$ cat config.mk
export PLATFORM = sky130hd
export DESIGN_NAME = voxel_axil_csr
export DESIGN_NICKNAME = d
export VERILOG_FILES = /design/src/rtl/voxel_csr_pkg.sv /design/src/rtl/axil_slave_if.sv /design/src/rtl/voxel_axil_csr.sv
export SDC_FILE = /design/constraint.sdc
export NUM_CORES = 1
export LEC_CHECK = 0
export CAP_MARGIN = 25
export CORE_MARGIN = 8
export CORE_UTILIZATION = 47
export CTS_BUF_LIST = sky130_fd_sc_hd__clkbuf_8
export DETAILED_ROUTE_END_ITERATION = 6
export PLACE_DENSITY = 0.83
export SYNTH_ARGS = -nofsm -noshare
export SYNTH_HDL_FRONTEND = slang
export SYNTH_SLANG_ARGS = --single-unit
$ cat constraint.sdc
create_clock -name clk -period 2.1 [get_ports clk]
set_input_delay 0.21 -clock clk [delete_from_list [all_inputs] [get_ports clk]]
set_output_delay 0.21 -clock clk [all_outputs]
set_load 0.01 [all_outputs]
$ cat src/rtl/voxel_csr_pkg.sv
// rtl/voxel_csr_pkg.sv - register map, response codes and shared helpers for the voxel CSR block
package voxel_csr_pkg;

    localparam int REG_DMA_SRC    = 'h18;
    localparam int REG_DMA_DST    = 'h19;
    localparam int REG_DMA_LEN    = 'h1A;
    localparam int REG_DMA_CMD    = 'h1B;
    localparam int REG_DMA_STATUS = 'h1C;
    localparam int REG_INT_STATUS = 'h20;
    localparam int REG_INT_MASK   = 'h21;

    localparam logic [1:0] RESP_OKAY   = 2'b00;
    localparam logic [1:0] RESP_SLVERR = 2'b10;

    localparam int INT_FRAME_DONE = 0;
    localparam int INT_DMA_DONE   = 1;

    localparam logic [31:0] BAD_DATA_DEFAULT = 32'hDEADBEEF;

    typedef enum logic {W_IDLE, W_RESP} wr_state_t;
    typedef enum logic {R_IDLE, R_DATA} rd_state_t;

    function automatic logic [31:0] apply_strb(input logic [31:0] old_val,
                                               input logic [31:0] new_val,
                                               input logic [3:0]  strb);
        logic [31:0] res;
        res = old_val;
        for (int i = 0; i < 4; i++) begin
            if (strb[i]) res[i*8 +: 8] = new_val[i*8 +: 8];
        end
        return res;
    endfunction

endpackage

$ cat src/rtl/axil_slave_if.sv
// rtl/axil_slave_if.sv - AXI-Lite handshake FSMs exposing a simple register access strobe interface
module axil_slave_if
    import voxel_csr_pkg::*;
#(
    parameter int ADDR_W = 16
) (
    input  logic              clk,
    input  logic              rst,
    input  logic [ADDR_W-1:0] s_axil_awaddr,
    input  logic              s_axil_awvalid,
    output logic              s_axil_awready,
    input  logic [31:0]       s_axil_wdata,
    input  logic [3:0]        s_axil_wstrb,
    input  logic              s_axil_wvalid,
    output logic              s_axil_wready,
    output logic [1:0]        s_axil_bresp,
    output logic              s_axil_bvalid,
    input  logic              s_axil_bready,
    input  logic [ADDR_W-1:0] s_axil_araddr,
    input  logic              s_axil_arvalid,
    output logic              s_axil_arready,
    output logic [31:0]       s_axil_rdata,
    output logic [1:0]        s_axil_rresp,
    output logic              s_axil_rvalid,
    input  logic              s_axil_rready,
    output logic              wr_en,
    output logic [ADDR_W-1:0] wr_addr,
    output logic [31:0]       wr_data,
    output logic [3:0]        wr_strb,
    input  logic              wr_err,
    output logic              rd_en,
    output logic [ADDR_W-1:0] rd_addr,
    input  logic [31:0]       rd_data,
    input  logic              rd_err
);

    wr_state_t wstate, wnext;
    rd_state_t rstate, rnext;

    always_ff @(posedge clk) begin
        if (rst) begin
            wstate       <= W_IDLE;
            rstate       <= R_IDLE;
            s_axil_bresp <= RESP_OKAY;
            s_axil_rresp <= RESP_OKAY;
            s_axil_rdata <= '0;
        end else begin
            wstate <= wnext;
            rstate <= rnext;
            if (wr_en) s_axil_bresp <= wr_err ? RESP_SLVERR : RESP_OKAY;
            if (rd_en) begin
                s_axil_rdata <= rd_data;
                s_axil_rresp <= rd_err ? RESP_SLVERR : RESP_OKAY;
            end
        end
    end

    always_comb begin
        wnext = wstate;
        case (wstate)
            W_IDLE: if (wr_en) wnext = W_RESP;
            W_RESP: if (s_axil_bready) wnext = W_IDLE;
            default: wnext = W_IDLE;
        endcase
        rnext = rstate;
        case (rstate)
            R_IDLE: if (rd_en) rnext = R_DATA;
            R_DATA: if (s_axil_rready) rnext = R_IDLE;
            default: rnext = R_IDLE;
        endcase
    end

    // Address and data are only taken together, so a lone AW or W simply waits.
    always_comb begin
        wr_en          = 1'b0;
        rd_en          = 1'b0;
        s_axil_bvalid  = 1'b0;
        s_axil_rvalid  = 1'b0;
        if (wstate == W_IDLE) wr_en = !rst && s_axil_awvalid && s_axil_wvalid;
        else                  s_axil_bvalid = 1'b1;
        if (rstate == R_IDLE) rd_en = !rst && s_axil_arvalid;
        else                  s_axil_rvalid = 1'b1;
        s_axil_awready = wr_en;
        s_axil_wready  = wr_en;
        s_axil_arready = rd_en;
    end

    assign wr_addr = s_axil_awaddr;
    assign wr_data = s_axil_wdata;
    assign wr_strb = s_axil_wstrb;
    assign rd_addr = s_axil_araddr;

endmodule

$ cat src/rtl/voxel_axil_csr.sv
// rtl/voxel_axil_csr.sv - voxel shell CSR file: DMA programming, W1C interrupt status, IRQ and MSI
module voxel_axil_csr
    import voxel_csr_pkg::*;
#(
    parameter int          ADDR_W     = 16,
    parameter int          DMA_ADDR_W = 28,
    parameter int          LEN_W      = 24,
    parameter logic [31:0] BAD_DATA   = BAD_DATA_DEFAULT
) (
    input  logic                  clk,
    input  logic                  rst,
    input  logic [ADDR_W-1:0]     s_axil_awaddr,
    input  logic                  s_axil_awvalid,
    output logic                  s_axil_awready,
    input  logic [31:0]           s_axil_wdata,
    input  logic [3:0]            s_axil_wstrb,
    input  logic                  s_axil_wvalid,
    output logic                  s_axil_wready,
    output logic [1:0]            s_axil_bresp,
    output logic                  s_axil_bvalid,
    input  logic                  s_axil_bready,
    input  logic [ADDR_W-1:0]     s_axil_araddr,
    input  logic                  s_axil_arvalid,
    output logic                  s_axil_arready,
    output logic [31:0]           s_axil_rdata,
    output logic [1:0]            s_axil_rresp,
    output logic                  s_axil_rvalid,
    input  logic                  s_axil_rready,
    output logic [DMA_ADDR_W-1:0] dma_src,
    output logic [DMA_ADDR_W-1:0] dma_dst,
    output logic [LEN_W-1:0]      dma_len,
    output logic                  dma_start,
    input  logic                  dma_busy,
    input  logic                  dma_done,
    input  logic                  frame_done,
    output logic                  irq_out,
    output logic                  msi_pulse
);

    logic              wr_en, wr_err, rd_en, rd_err;
    logic [ADDR_W-1:0] wr_addr, rd_addr;
    logic [31:0]       wr_data, rd_data;
    logic [3:0]        wr_strb;
    logic              dma_err, irq_q;
    logic [1:0]        int_status, int_mask, int_set, int_clr;

    axil_slave_if #(.ADDR_W(ADDR_W)) u_if (
        .clk(clk), .rst(rst),
        .s_axil_awaddr(s_axil_awaddr), .s_axil_awvalid(s_axil_awvalid), .s_axil_awready(s_axil_awready),
        .s_axil_wdata(s_axil_wdata), .s_axil_wstrb(s_axil_wstrb), .s_axil_wvalid(s_axil_wvalid),
        .s_axil_wready(s_axil_wready), .s_axil_bresp(s_axil_bresp), .s_axil_bvalid(s_axil_bvalid),
        .s_axil_bready(s_axil_bready), .s_axil_araddr(s_axil_araddr), .s_axil_arvalid(s_axil_arvalid),
        .s_axil_arready(s_axil_arready), .s_axil_rdata(s_axil_rdata), .s_axil_rresp(s_axil_rresp),
        .s_axil_rvalid(s_axil_rvalid), .s_axil_rready(s_axil_rready),
        .wr_en(wr_en), .wr_addr(wr_addr), .wr_data(wr_data), .wr_strb(wr_strb), .wr_err(wr_err),
        .rd_en(rd_en), .rd_addr(rd_addr), .rd_data(rd_data), .rd_err(rd_err)
    );

    always_comb begin
        rd_data = BAD_DATA;
        rd_err  = 1'b0;
        case (rd_addr)
            ADDR_W'(REG_DMA_SRC):    rd_data = 32'(dma_src);
            ADDR_W'(REG_DMA_DST):    rd_data = 32'(dma_dst);
            ADDR_W'(REG_DMA_LEN):    rd_data = 32'(dma_len);
            ADDR_W'(REG_DMA_CMD):    rd_data = '0;
            ADDR_W'(REG_DMA_STATUS): rd_data = {30'b0, dma_err, dma_busy};
            ADDR_W'(REG_INT_STATUS): rd_data = {30'b0, int_status};
            ADDR_W'(REG_INT_MASK):   rd_data = {30'b0, int_mask};
            default:                 rd_err  = 1'b1;
        endcase
    end

    always_comb begin
        wr_err = 1'b0;
        case (wr_addr)
            ADDR_W'(REG_DMA_SRC), ADDR_W'(REG_DMA_DST), ADDR_W'(REG_DMA_LEN),
            ADDR_W'(REG_DMA_CMD), ADDR_W'(REG_DMA_STATUS),
            ADDR_W'(REG_INT_STATUS), ADDR_W'(REG_INT_MASK): wr_err = 1'b0;
            default:                                         wr_err = 1'b1;
        endcase
    end

    // New events take priority over a W1C landing in the same cycle.
    always_comb begin
        int_set                 = '0;
        int_set[INT_DMA_DONE]   = dma_done;
        int_set[INT_FRAME_DONE] = frame_done;
        int_clr = (wr_en && wr_addr == ADDR_W'(REG_INT_STATUS) && wr_strb[0]) ? wr_data[1:0] : 2'b00;
    end

    always_ff @(posedge clk) begin
        if (rst) begin
            dma_src    <= '0;
            dma_dst    <= '0;
            dma_len    <= '0;
            dma_start  <= 1'b0;
            dma_err    <= 1'b0;
            int_status <= '0;
            int_mask   <= '0;
            irq_out    <= 1'b0;
            irq_q      <= 1'b0;
        end else begin
            dma_start  <= 1'b0;
            int_status <= (int_status & ~int_clr) | int_set;
            irq_out    <= |(int_status & int_mask);
            irq_q      <= irq_out;
            if (wr_en) begin
                case (wr_addr)
                    ADDR_W'(REG_DMA_SRC):
                        dma_src <= DMA_ADDR_W'(apply_strb(32'(dma_src), wr_data, wr_strb));
                    ADDR_W'(REG_DMA_DST):
                        dma_dst <= DMA_ADDR_W'(apply_strb(32'(dma_dst), wr_data, wr_strb));
                    ADDR_W'(REG_DMA_LEN):
                        dma_len <= LEN_W'(apply_strb(32'(dma_len), wr_data, wr_strb));
                    ADDR_W'(REG_INT_MASK):
                        int_mask <= 2'(apply_strb({30'b0, int_mask}, wr_data, wr_strb));
                    ADDR_W'(REG_DMA_CMD):
                        if (wr_strb[0] && wr_data[0]) begin
                            if (dma_busy) dma_err   <= 1'b1;
                            else          dma_start <= 1'b1;
                        end
                    ADDR_W'(REG_DMA_STATUS):
                        if (wr_strb[0] && wr_data[1]) dma_err <= 1'b0;
                    default: ;
                endcase
            end
        end
    end

    assign msi_pulse = irq_out & ~irq_q;

endmodule

# Word-level counts from Yosys, hierarchy flattened
# Index checks and enable logic that the tools add are counted.
dict set report classes {
  n_mux 19
  eq_ne 17
  bitwise_logic 11
  shifts 0
  n_addsub 0
  reduce_logical 26
  mul 0
  div 0
  order_cmp 0
}
# op count
set ops {}
lappend ops {{$pmux 32 s7} 1}
lappend ops {{$eq 16x5->1 const B} 10}
lappend ops {{$eq 16x6->1 const B} 4}
lappend ops {{$reduce_and 3->1} 12}
lappend ops {{$reduce_or 7->1} 2}
lappend ops {{$mux 1} 12}
lappend ops {{$logic_and 1x1->1} 7}
lappend ops {{$mux 2} 3}
lappend ops {{$ne 2x2->1 const B} 3}
lappend ops {{$not 1->1} 6}
lappend ops {{$pmux 1 s2} 3}
lappend ops {{$reduce_and 5->1} 1}
lappend ops {{$and 2x2->2} 2}
lappend ops {{$reduce_or 4->1} 1}
lappend ops {{$not 2->2} 1}
lappend ops {{$or 2x2->2} 1}
lappend ops {{$reduce_bool 2->1} 1}
lappend ops {{$reduce_or 2->1} 1}
lappend ops {{$and 1x1->1} 1}
lappend ops {{$logic_not 1->1} 1}
dict set report totals {
  input_bits 78
  n_memories 0
  wordCells 95
  reg_bits 126
  mem_bits_ro 0
  latchBits 0
  ramBits 0
}

# Logic depth before layout (Yosys ltp)
dict set report logic_depth {
  word_depth 10
  mapped_depth 7
  mapped_depth_nobuf 4
}

# Modules after synthesis
# Synthesis repeated with hierarchy kept, for this count alone.
dict set report unflattened {
  cells_unflattened 713
  area_unflattened_um2 6508.7
}
# module area_per_inst_um2 cells_each instances seq_area_each_um2
set modules_own_cells {}
lappend modules_own_cells {voxel_axil_csr 4673.2 481 1 1761.7}
lappend modules_own_cells {axil_slave_if 1835.5 232 1 720.7}

# Least setup slack after synthesis
# No wires, ideal clock.
dict set report synth_path {
  path_type {register -> register}
  from {register u_if.wstate}
  to {register dma_err}
  path_slack_ns 0.529
  period_less_slack_ns 1.571
  stages_incl_launch_ff 6
  n_path_buf 1
  t_arrival_ns 1.456
  cell_sequence {dfxtp_1 > and4bb_1 > buf_4 > nand4_1 > o31a_1 > o21ba_2}
}
dict set report synth_via {
  elab_chain_len 2
}
# element line
set synth_rtl {}
lappend synth_rtl {{start, declared} axil_slave_if.sv:37} ;# wr_state_t wstate, wnext;
lappend synth_rtl {{start signal, assigned} axil_slave_if.sv:48} ;# wstate <= wnext;
lappend synth_rtl {{$mux 1} axil_slave_if.sv:79} ;# if (wstate == W_IDLE) wr_en = !rst && s_axil_awvalid && s_axil_wvalid;
lappend synth_rtl {{net s_axil_awready} voxel_axil_csr.sv:14} ;# output logic s_axil_awready,
lappend synth_rtl {{$reduce_and 5->1 (no line)} -}
lappend synth_rtl {{end signal, assigned} voxel_axil_csr.sv:98} ;# dma_err <= 1'b0;
lappend synth_rtl {{end signal, assigned} voxel_axil_csr.sv:120} ;# if (dma_busy) dma_err <= 1'b1;
lappend synth_rtl {{end signal, assigned} voxel_axil_csr.sv:124} ;# if (wr_strb[0] && wr_data[1]) dma_err <= 1'b0;
lappend synth_rtl {{end, declared} voxel_axil_csr.sv:44} ;# logic dma_err, irq_q;
# The timed path passes the listed nets, and every way through them passes these cells.
# A chain may end at the register's enable or synchronous reset.

# Worst setup path after layout
dict set report layout_path {
  from {register u_if.wstate}
  to {output port s_axil_wready}
}
dict set report layout_via {
  elab_chain_len 1
}
# element line
set layout_rtl {}
lappend layout_rtl {{$mux 1} axil_slave_if.sv:79}
lappend layout_rtl {{end, declared} voxel_axil_csr.sv:18} ;# output logic s_axil_wready,
# Every way passes these cells.

==> results.cfg <==
[sta]
holdWs_ps = 327.6
period_share_pct = 96.61
rsz0062_at_grt = false
tightest_slew_ps = 659.9
hold_viol = 0
period_minus_slack_ps = 2029
setup_viol = 0
skew_ps = 9.960
max_freq_ghz = 0.4929
relSlewSlack_pct = 56.01
drv_slew = 0

[logic_synthesis]
async_flop_share_pct = 0
syn_area_per_cell_um2 = 8.789
synth-seq-area-share_pct = 41.82
ys_warn_count = 0
synth_top_flop_cell = dfxtp_1
yosys_register_bits = 121
syn_inst = 659
synth_edf_count = 0
netlist_area_um2 = 5792
ys_types = 51

[power_and_ir_drop]
p_leak_nw = 2.963
total_power_mw = 4.847
peakVddDrop_uv = 470.0
power_density_nw_per_um2 = 590.4

[clock_tree]
path_clk_slew_ps = 70
cts_max_path_buffers = 2
clk_latency_ps = 450
clock-sinks = 121
cts_tree = yes
cts_buffers = 17
h-tree-depth = 4
root_buffer = clkbuf_8
hold_buffers = 0

[global_route]
grt_pass1_wl_um = 32290
grt_usage_pct = 24.96
grt_antenna_before_repair = 0
grt_overflow = 0
grt_pass1_vias = 5809
grt_max_degree = 68

[floorplan]
die_w_um = 127.0
num_rows = 40
start_util_pct = 48.22
io_pins = 202
dieArea_um2 = 16130
die_h_um = 127.0
coreArea_um2 = 12010

[detailed_routing]
num_vias = 5881
dr.pass1.iters = 5
ant_nets = 0
drc = 0
post_drt_wl_per_cell_um = 20.76
vias_per_cell = 5.934
drtIter0Drc = 563
wl_um = 20580

[critical_path]
required_ps = 1890
crit_type = reg2out
cp.arrival_ps = 1820
end_kind = output pin
worst_setup_path_start_kind = flip-flop
crit_fanout = 6

[min_path]
hp-class = in2reg

[layout]
final_cell_mix = clkdlybuf4s50_1 (191), dfxtp_1 (121), a21oi_1 (73), o21ai_0 (59), nand3_1 (55)
synthToLayoutAreaGrowth_pct = 41.76
drive_above_1_share_pct = 9.242
n_antenna_cell = 0
fillers = 938
nNetsFinal = 910
final_common_cell = clkdlybuf4s50_1

[placement]
io_buffers = 194
gp_congestion = 0.8811
place_hpwl_um = 15200

[status]
status = finished clean

[job]
maxCapViolCount = 0
## stage by stage
step	cells	util [%]	cell area [µm²]	setup TNS [ps]	setup slack, ps
floorplan	661	-	5799	0	529.0
global placement	960	65.34	7849	0	70.07
CTS	991	68.33	8208	0	21.63
finish	991	68.35	8210	0	71.26
global route	991	68.35	8210	0	9.667
detailed placement	960	65.34	7849	-9.771	-9.771
## sequential cells by signal, summed over array words and instances, names as in the netlist
register,cells
u_if.s_axil_rdata,29
dma_dst,28
dma_src,28
dma_len,24
int_mask,2
int_status,2
dma_err,1
dma_start,1
irq_out,1
irq_q,1
u_if.rstate,1
u_if.s_axil_bresp,1
u_if.s_axil_rresp,1
u_if.wstate,1
## cell usage after synthesis (all sizes together), types with 6 or more instances
cell | number | area, µm²
and4 | 8 | 70.07
o2bb2ai | 24 | 210.2
nand2b | 35 | 219.0
a211oi | 18 | 135.1
dfxtp | 121 | 2422
nor4 | 6 | 67.56
buf | 33 | 207.7
nor2 | 26 | 97.59
nor2b | 7 | 43.79
nand2 | 24 | 90.09
o21ai | 59 | 295.3
clkbuf | 36 | 143.9
nand3 | 57 | 295.3
nand4 | 31 | 193.9
mux2i | 48 | 480.5
a21oi | 73 | 365.4
## power by group
part,internal [mW],switching [mW]
sequential,2.34,0.0270
combinational,0.293,0.264
clock,0.999,0.927
## worst max-delay path, stage by stage, from the launching register on
cell	delay, ps
dfxtp_1	330
and4bb_2	350
buf_4	150
clkdlybuf4s50_1	530
## worst paths after layout
check | startpoint | endpoint | slack (ps) | cells after the start
min reg2reg | u_if.s_axil_rdata[22] | u_if.s_axil_rdata[22] | 450 | 2
max reg2reg | u_if.wstate | dma_src[1] | 420 | 4
min | dma_done | int_status[1] | 330 | 3
max | u_if.wstate | s_axil_wready | 70 | 3
## routing by layer
metal  part of all wire, %  routed length (µm)  GRT usage, %  vias up
met1                    41                8519         30.82     2789
met2                    48                9778         40.30      307
met5                     0                   0             0        -
met3                   8.8                1806         7.030       34
met4                   2.3                 471         9.937        0
li1                      -                   -             -     2751
## layout make-up
cell class	instances	area, µm²	share of cell area [%]
clock inverters	11	83.83	1.021
inverters	4	15.01	0.1829
multi-input cells	467	3015	36.73
flip-flops and latches	121	2422	29.50
clock buffers	20	275.3	3.353
well taps	147	183.9	2.240
repair buffers	221	2215	26.97
## logic make-up (layout without fill, tap and decap cells)
kind of cell	count (synthesis)	count (layout)	synth area share, %
AOI/OAI and AO/OA	188	188	19.27
buffers and inverters	73	256	6.329
DFF	121	121	41.82
muxes	52	52	9.073
other	1	3	0.06475
and+or+nand+nor	224	224	23.44
## repair_timing
item | 4_1_cts | 5_1_grt
endpoints found under the hold margin | 0 | 0
setup buffers | 0 | 0
resized for setup | 0 | 2
setup endpoints to repair | 0 | 2
No activity file was read; power rests on OpenSTA's default activity.
